[config.mk]
export PLATFORM = sky130hd
export DESIGN_NAME = clk_rst_seq
export DESIGN_NICKNAME = d
export VERILOG_FILES = /design/src/rtl/clk_rst_seq.sv
export SDC_FILE = /design/constraint.sdc
export NUM_CORES = 1
export LEC_CHECK = 0
export ABC_AREA = 1
export ABC_CLOCK_PERIOD_IN_PS = 5610
export CORE_ASPECT_RATIO = 1.5
export CORE_MARGIN = 1
export CORE_UTILIZATION = 25
export DETAILED_ROUTE_END_ITERATION = 8
export PLACE_DENSITY_LB_ADDON = 0.2
export SLEW_MARGIN = 40
export SYNTH_ARGS = -nofsm -noshare
export SYNTH_HDL_FRONTEND = slang
export SYNTH_SLANG_ARGS = --single-unit
[constraint.sdc]
create_clock -name clk -period 5.61 [get_ports clk]
set_clock_uncertainty 0.05 [all_clocks]
set_input_delay 0.561 -clock clk [delete_from_list [all_inputs] [get_ports clk]]
set_output_delay 0.561 -clock clk [all_outputs]
set_load 0.1 [all_outputs]
[src/rtl/clk_rst_seq.sv]
// Reset sequencer and clock-enable tick generator between the clock generator and the plotter core.
// Releases core_reset only after lock has been stable; all channels are enables on the single clk.
module clk_rst_seq #(
    parameter int NUM_CH      = 4,
    parameter int DIV_WIDTH   = 16,
    parameter int SYNC_STAGES = 2,
    parameter int SETTLE_CYC  = 1024
) (
    input  logic                        clk,
    input  logic                        n_reset,
    input  logic                        lock,
    input  logic [NUM_CH*DIV_WIDTH-1:0] div_val,
    input  logic [NUM_CH-1:0]           div_load,
    input  logic [NUM_CH-1:0]           ch_en,
    output logic                        core_reset,
    output logic                        ready,
    output logic [NUM_CH-1:0]           tick,
    output logic                        lock_lost
);

    localparam int SET_W = (SETTLE_CYC > 1) ? $clog2(SETTLE_CYC) : 1;
    localparam logic [SET_W-1:0] SETTLE_LAST = SET_W'(SETTLE_CYC - 1);

    typedef enum logic [1:0] {
        HOLD      = 2'd0,
        WAIT_LOCK = 2'd1,
        SETTLE    = 2'd2,
        RUN       = 2'd3
    } state_t;

    logic [SYNC_STAGES-1:0] rst_pipe;
    logic                   rst_rel;
    logic [SYNC_STAGES-1:0] lock_pipe;
    logic                   lock_s;

    state_t             state;
    state_t             state_nx;
    logic [SET_W-1:0]   settle_cnt;
    logic [SET_W-1:0]   settle_nx;
    logic               lost_nx;
    logic               run;

    logic [NUM_CH-1:0][DIV_WIDTH-1:0] shadow;
    logic [NUM_CH-1:0][DIV_WIDTH-1:0] active;
    logic [NUM_CH-1:0][DIV_WIDTH-1:0] count;
    logic [NUM_CH-1:0]                wrap;

    // Reset assertion is immediate; release is retimed onto clk.
    always_ff @(posedge clk or negedge n_reset) begin
        if (!n_reset) begin
            rst_pipe <= '0;
        end else begin
            rst_pipe <= {rst_pipe[SYNC_STAGES-2:0], 1'b1};
        end
    end

    assign rst_rel = rst_pipe[SYNC_STAGES-1];

    always_ff @(posedge clk or negedge n_reset) begin
        if (!n_reset) begin
            lock_pipe <= '0;
        end else if (!rst_rel) begin
            lock_pipe <= '0;
        end else begin
            lock_pipe <= {lock_pipe[SYNC_STAGES-2:0], lock};
        end
    end

    assign lock_s = lock_pipe[SYNC_STAGES-1];

    always_ff @(posedge clk or negedge n_reset) begin
        if (!n_reset) begin
            state      <= HOLD;
            settle_cnt <= '0;
            lock_lost  <= 1'b0;
        end else if (!rst_rel) begin
            state      <= HOLD;
            settle_cnt <= '0;
            lock_lost  <= 1'b0;
        end else begin
            state      <= state_nx;
            settle_cnt <= settle_nx;
            lock_lost  <= lost_nx;
        end
    end

    always_comb begin
        state_nx  = state;
        settle_nx = '0;
        lost_nx   = lock_lost;
        case (state)
            HOLD:      state_nx = WAIT_LOCK;
            WAIT_LOCK: if (lock_s) state_nx = SETTLE;
            SETTLE: begin
                // Any dropout restarts the settle window from zero.
                if (!lock_s) begin
                    state_nx = WAIT_LOCK;
                end else if (settle_cnt == SETTLE_LAST) begin
                    state_nx = RUN;
                end else begin
                    settle_nx = settle_cnt + 1'b1;
                end
            end
            RUN: begin
                if (!lock_s) begin
                    state_nx = HOLD;
                    lost_nx  = 1'b1;
                end
            end
            default: state_nx = HOLD;
        endcase
    end

    always_comb begin
        run        = (state == RUN);
        ready      = run;
        core_reset = !run;
    end

    always_comb begin
        for (int i = 0; i < NUM_CH; i++) begin
            wrap[i] = run && ch_en[i] && (active[i] != '0)
                      && (count[i] == active[i] - DIV_WIDTH'(1));
        end
    end

    assign tick = wrap;

    // A divisor written mid-period only takes effect at the next wrap, so no period is cut short.
    always_ff @(posedge clk or negedge n_reset) begin
        if (!n_reset) begin
            shadow <= '0;
            active <= '0;
            count  <= '0;
        end else if (!rst_rel) begin
            shadow <= '0;
            active <= '0;
            count  <= '0;
        end else begin
            for (int i = 0; i < NUM_CH; i++) begin
                if (div_load[i]) begin
                    shadow[i] <= div_val[i*DIV_WIDTH +: DIV_WIDTH];
                end
                if ((active[i] == '0) || !ch_en[i] || wrap[i]) begin
                    active[i] <= shadow[i];
                end
                if (run && ch_en[i] && (active[i] != '0) && !wrap[i]) begin
                    count[i] <= count[i] + DIV_WIDTH'(1);
                end else begin
                    count[i] <= '0;
                end
            end
        end
    end

endmodule

-- After elaboration in Yosys (flattened, before gate mapping)
Index checks and enable logic that the tools add are counted.
W data, S select, Z words.
- register bits after elaboration: 209
- input bits: 75
- output and inout bits: 7
- word-level logic and storage cells: 120
- add/subtract/negate cells: 9
- equality and inequality tests: 21
- multiplexer cells: 29
- reductions and logical operators: 44
- operators by type and width (kind ; number):
    $mux W16 ; 12
    $mux W64 ; 3
    $add A16 B1 Y16 const B ; 4
    $eq A16 B16 Y1 ; 4
    $logic_not A16 Y1 ; 4
    $reduce_bool A16 Y1 ; 4
    $sub A16 B1 Y16 const B ; 4
    $mux W10 ; 4
    $logic_and A1 B1 Y1 ; 16
    $mux W2 ; 6
    $add A10 B1 Y10 const B ; 1
    $eq A10 B10 Y1 const B ; 1
    $ne A2 B1 Y1 const B ; 5
    $ne A2 B2 Y1 const B ; 5
    $logic_not A1 Y1 ; 9
    $logic_or A1 B1 Y1 ; 8
    $pmux W2 S4 ; 1
    $ne A3 B3 Y1 const B ; 2
    $eq A2 B2 Y1 const B ; 2
    $ne A4 B4 Y1 const B ; 1
    $mux W1 ; 3
    $reduce_and A3 Y1 ; 1
    $eq A2 B1 Y1 const B ; 1
    $logic_not A2 Y1 ; 1
    $reduce_and A2 Y1 ; 1

-- Logic depth before layout (Yosys ltp)
- word-level depth: 8
- gate-level depth with buffers: 17
- gate-level depth less buffers: 16

-- Worst setup path before layout
Ideal clock, no wire load.
- path kind: register to output
- start point: reg state[0]
- end point: out tick[0]
- arrival: 3264 ps
- data required time: 4999 ps
- setup slack: 1735 ps
- stages on the path, launching flop included: 8
- path buffers: 1
- cell sequence: dfrtp_1 > nand2_1 > inv_1 > nand2_1 > nor2_1 > nand4_4 > buf_2 > inv_1
- cells in the longest elaborated chain, start to end: 4
- RTL lines (element ; line ; source):
    start: declaration ; 36 ; state_t state;
    start signal: assignment ; 81 ; state <= state_nx;
    $eq A2 B2 Y1 ; 115 ; run = (state == RUN);
    named net ready ; 16 ; output logic ready,
    $logic_and A1 B1 Y1 (2 in series) ; 122 ; wrap[i] = run && ch_en[i] && (active[i] != '0)
    $logic_and A1 B1 Y1 ; 123 ; && (count[i] == active[i] - DIV_WIDTH'(1));
    end: declaration ; 17 ; output logic [NUM_CH-1:0] tick,
The timed path passes the listed nets, and every way through them passes these cells.

-- Worst setup path in the final report
- start point: reg active[0] in the netlist's numbering
- end point: out tick[0]
- cells in the longest elaborated chain, start to end: 3
- elaborated cells between the ends (all ways): 5
- those cells by class: add/sub: 1; eq/ne: 1; reduce/logical: 3
- RTL lines (element ; line ; source):
    start: declaration ; 44 ; logic [NUM_CH-1:0][DIV_WIDTH-1:0] active;
    start signal: indexed assignment ; 145 ; active[i] <= shadow[i];
    $sub A16 B1 Y16 / $reduce_bool A16 Y1 (equally long branches) ; 123, 122 ;
    $eq A16 B16 Y1 / $logic_and A1 B1 Y1 (equally long branches) ; 123, 122 ;
    $logic_and A1 B1 Y1 (*) ; 123 ;
Every way passes the cells marked *; elsewhere a longest branch is shown, timed or not.

==> impl_results.md <==
- Status: finished clean
- Mapped cell area: 0.01263 sq mm
- Switching share of total power: 29.32%
- Port bufs: slightly above 80
- Seq/Total Area, Yosys: 41.42%
- # rows: 100
- Sum Neg Setup Slack: 0 ns
- RePlAce Congestion: 0.8420
- Arrival @ worst endpoint: 3.09 ns
- Clk slew on worst S/H paths: 0.06 ns
- Logic pwr share: 18.3%
- Post-Place Cell Area: 0.01407 sq mm
- Initial Utilization: 25.36%
- Die area: 0.05143 sq mm
- #FFs+latches synth: 209
- Die Wd: 185.5 microns
- CP Class: register to output pin
- Syn Nets: ~1,800
- Pint: 2.826 mW
- Worst setup SP type: register
- Initial antenna violation count: 0
- HP Class: register to register
- Setup ws final: roughly 1.9 ns
- Total Nets Final: about 1,900
- Max Freq: 269.9 MHz
- Drt first pass iters: 5
- Antenna cells: 0
- 1st-iter DRT viols: about 440
- Multi-input combinational cell area: 0.006167 sq mm
- Die Height: around 280 microns
- Worst r2r src: active[0]
- Switching power: approximately 1.2 mW
- Top cells by area in the synthesized netlist: dfrtp_1 (41%), nand2_1 (14%), inv_1 (7.8%), nor2_1 (6.3%), xor2_1 (5.3%)
- Final min period: 3.705 ns
- CP startpoint: active[0]
- Register Area: 0.005234 sq mm
- Vias in the first global route: 10,790
- WL/cell: 12.89 microns
- Synth top area share: just over 40%
- CTS Buffer Depth: 3
- I/O pins: between 80 and 90
- Post-CTS Resized: 0
- Most numerous cell in the Yosys netlist: nand2_1
- CTS tree: yes
- YS warnings: 0
- DP HPWL: 23,820 microns
- Vias: approximately 11,000
- # setup viols final: 0
- Pre-CTS WS: 2.434 ns
- Hold Path Origin: rst_pipe[0]
- Post-synth top flop: dfrtp_1
- Static Leak: 7.641 nW
- Worst IR Drop VDD: between 0.15 and 0.2 mV
- Worst-Skew Late Latency: ~0.53 ns
- Worst hold slack: just under 0.3 ns
- First-pass GRT wire length: 54,170 microns
- Clock Sinks: 209
- Crit path required time: ~5.0 ns
- # fillers: approximately 5,500
- Slew Limit Fails: 0
- RSZ-0062 raised after global routing: false
- Pwr Density: 268.6 mW/mm^2
- Crit path max fanout: 18
- Post-synth ARST share: 100.0%
- Measured slew at the worst slew-check pin: around 0.7 ns
- Via-to-Cell Ratio: around 4.3
- Setup bufs post-CTS: 0
- Max-cap violations: 0
- Design area: 0.01489 sq mm
- H-tree depth: 1
- Final Hold Fails: 0
- Clock power share: 40.8%
- Core area: approximately 0.050 sq mm
- Most instantiated cells after synthesis: nand2_1 (465), inv_1 (262), nor2_1 (213)
- Relative slew margins: 52.68%
- All-Layer GR Usage: 13.00%
- Synthesis-to-finish area growth: 17.91%
- Cell taking the most area after synthesis: dfrtp_1
- Total congestion overflow: 0
- Largest net degree at the start of global routing: 69
- Crit path capture type: output pin
- Layout cells sized above 1: ~6.4%
- EDFF count, synth: 0
- WL final: 32,190 microns
- Mapped Cells: 1,750
- Cell variety after synth: 45
- Hold buffer count at cts: 1
- TritonCTS buffer count: 25
- Total power draw: 3.999 mW
- Fin crit share: 66.05%
- Post-route ant nets: 0
- Mapped Avg Cell Area: 7.215 sq um
- DRC Markers: 0
- Flop pwr share: 40.9%
- CTS root buf: clkbuf_16
## power by group through the flow
| stage | Combinational (mW) | Sequential (mW) | Clock [mW] |
|---|---|---|---|
| 2_1_floorplan | 0.536 | 1.64 | 0 |
| 3_3_place_gp | 0.741 | 1.66 | 0 |
| 3_5_place_dp | 0.743 | 1.66 | 0 |
| 4_1_cts | 0.747 | 1.64 | 1.71 |
| 5_1_grt | 0.841 | 1.65 | 1.76 |
| 6_report | 0.733 | 1.64 | 1.63 |
## flip-flops by register name, indices dropped and copies added, names as in the netlist
signal / flops
active: 64
count: 64
shadow: 64
settle_cnt: 10
lock_pipe: 2
rst_pipe: 2
state: 2
lock_lost: 1
## final timing paths
check	to	slack, ns	cells after the start
worst max-delay path	tick[0]	1.90	11
worst min-delay path	rst_pipe[1]	0.30	0
worst max register to register	active[5]	3.05	12
worst min register to register	rst_pipe[1]	0.30	0
max in group asynchronous	shadow[44]	3.63	4
min in group asynchronous	shadow[10]	0.44	2
## per-layer routing
metal / up-vias / global-route usage [%] / part of all wire (%)
met5: - / 0 / 0
met4: 0 / 4.514 / 2.9
met3: 54 / 1.470 / 2.9
met2: 130 / 24.16 / 52
met1: 4880 / 15.05 / 42
li1: 5574 / - / -
## cell usage in the layout (no fill, tap or decap), drive strengths merged, types with 13 or more instances in the layout
| master | count |
|---|---|
| nand2 | 486 |
| inv | 265 |
| nor2 | 233 |
| dfrtp | 209 |
| nand3 | 137 |
| o21ai | 78 |
| xor2 | 77 |
| a21oi | 69 |
| clkdlybuf4s50 | 69 |
| clkbuf | 38 |
| xnor2 | 33 |
| nor3 | 28 |
| nand4 | 22 |
| buf | 21 |
| nand3b | 13 |
| ha | 13 |
## critical path, stage by stage (launching register included)
cell,delay [ns]
dfrtp_1,0.39
inv_1,0.13
ha_1,0.23
nand2_2,0.14
nor2_2,0.20
nand2_1,0.09
xor2_1,0.19
nand2_1,0.08
nor2_1,0.20
nand4_4,0.33
inv_1,0.14
buf_2,0.44
## cells by family (layout without fill, tap and decap cells)
| kind of cell | after synthesis | after routing | synth area share (%) |
|---|---|---|---|
| compound gates | 159 | 159 | 6.480 |
| xor+xnor | 111 | 111 | 7.808 |
| fa+ha+maj | 13 | 13 | 1.288 |
| buf+inv | 313 | 398 | 9.740 |
| flops | 209 | 209 | 41.42 |
| other cells | 1 | 1 | 0.02970 |
| simple gates | 944 | 944 | 33.23 |
## layout make-up
cell class	count	area share (%)
clock buffers	38	4.933
clock inverters	4	0.4706
inverters	265	6.681
multi-input cells	1228	41.42
flip-flops and latches	209	35.15
well taps	663	5.572
repair buffers	91	5.765
## per-stage QoR
step,instances,utilization [%]
after floorplan,1750,-
after global placement,2454,28.32
after detailed placement,2455,28.26
after CTS,2498,29.90
after global routing,2498,29.90
final,2498,29.90
Power figures use the tool's default switching activity.
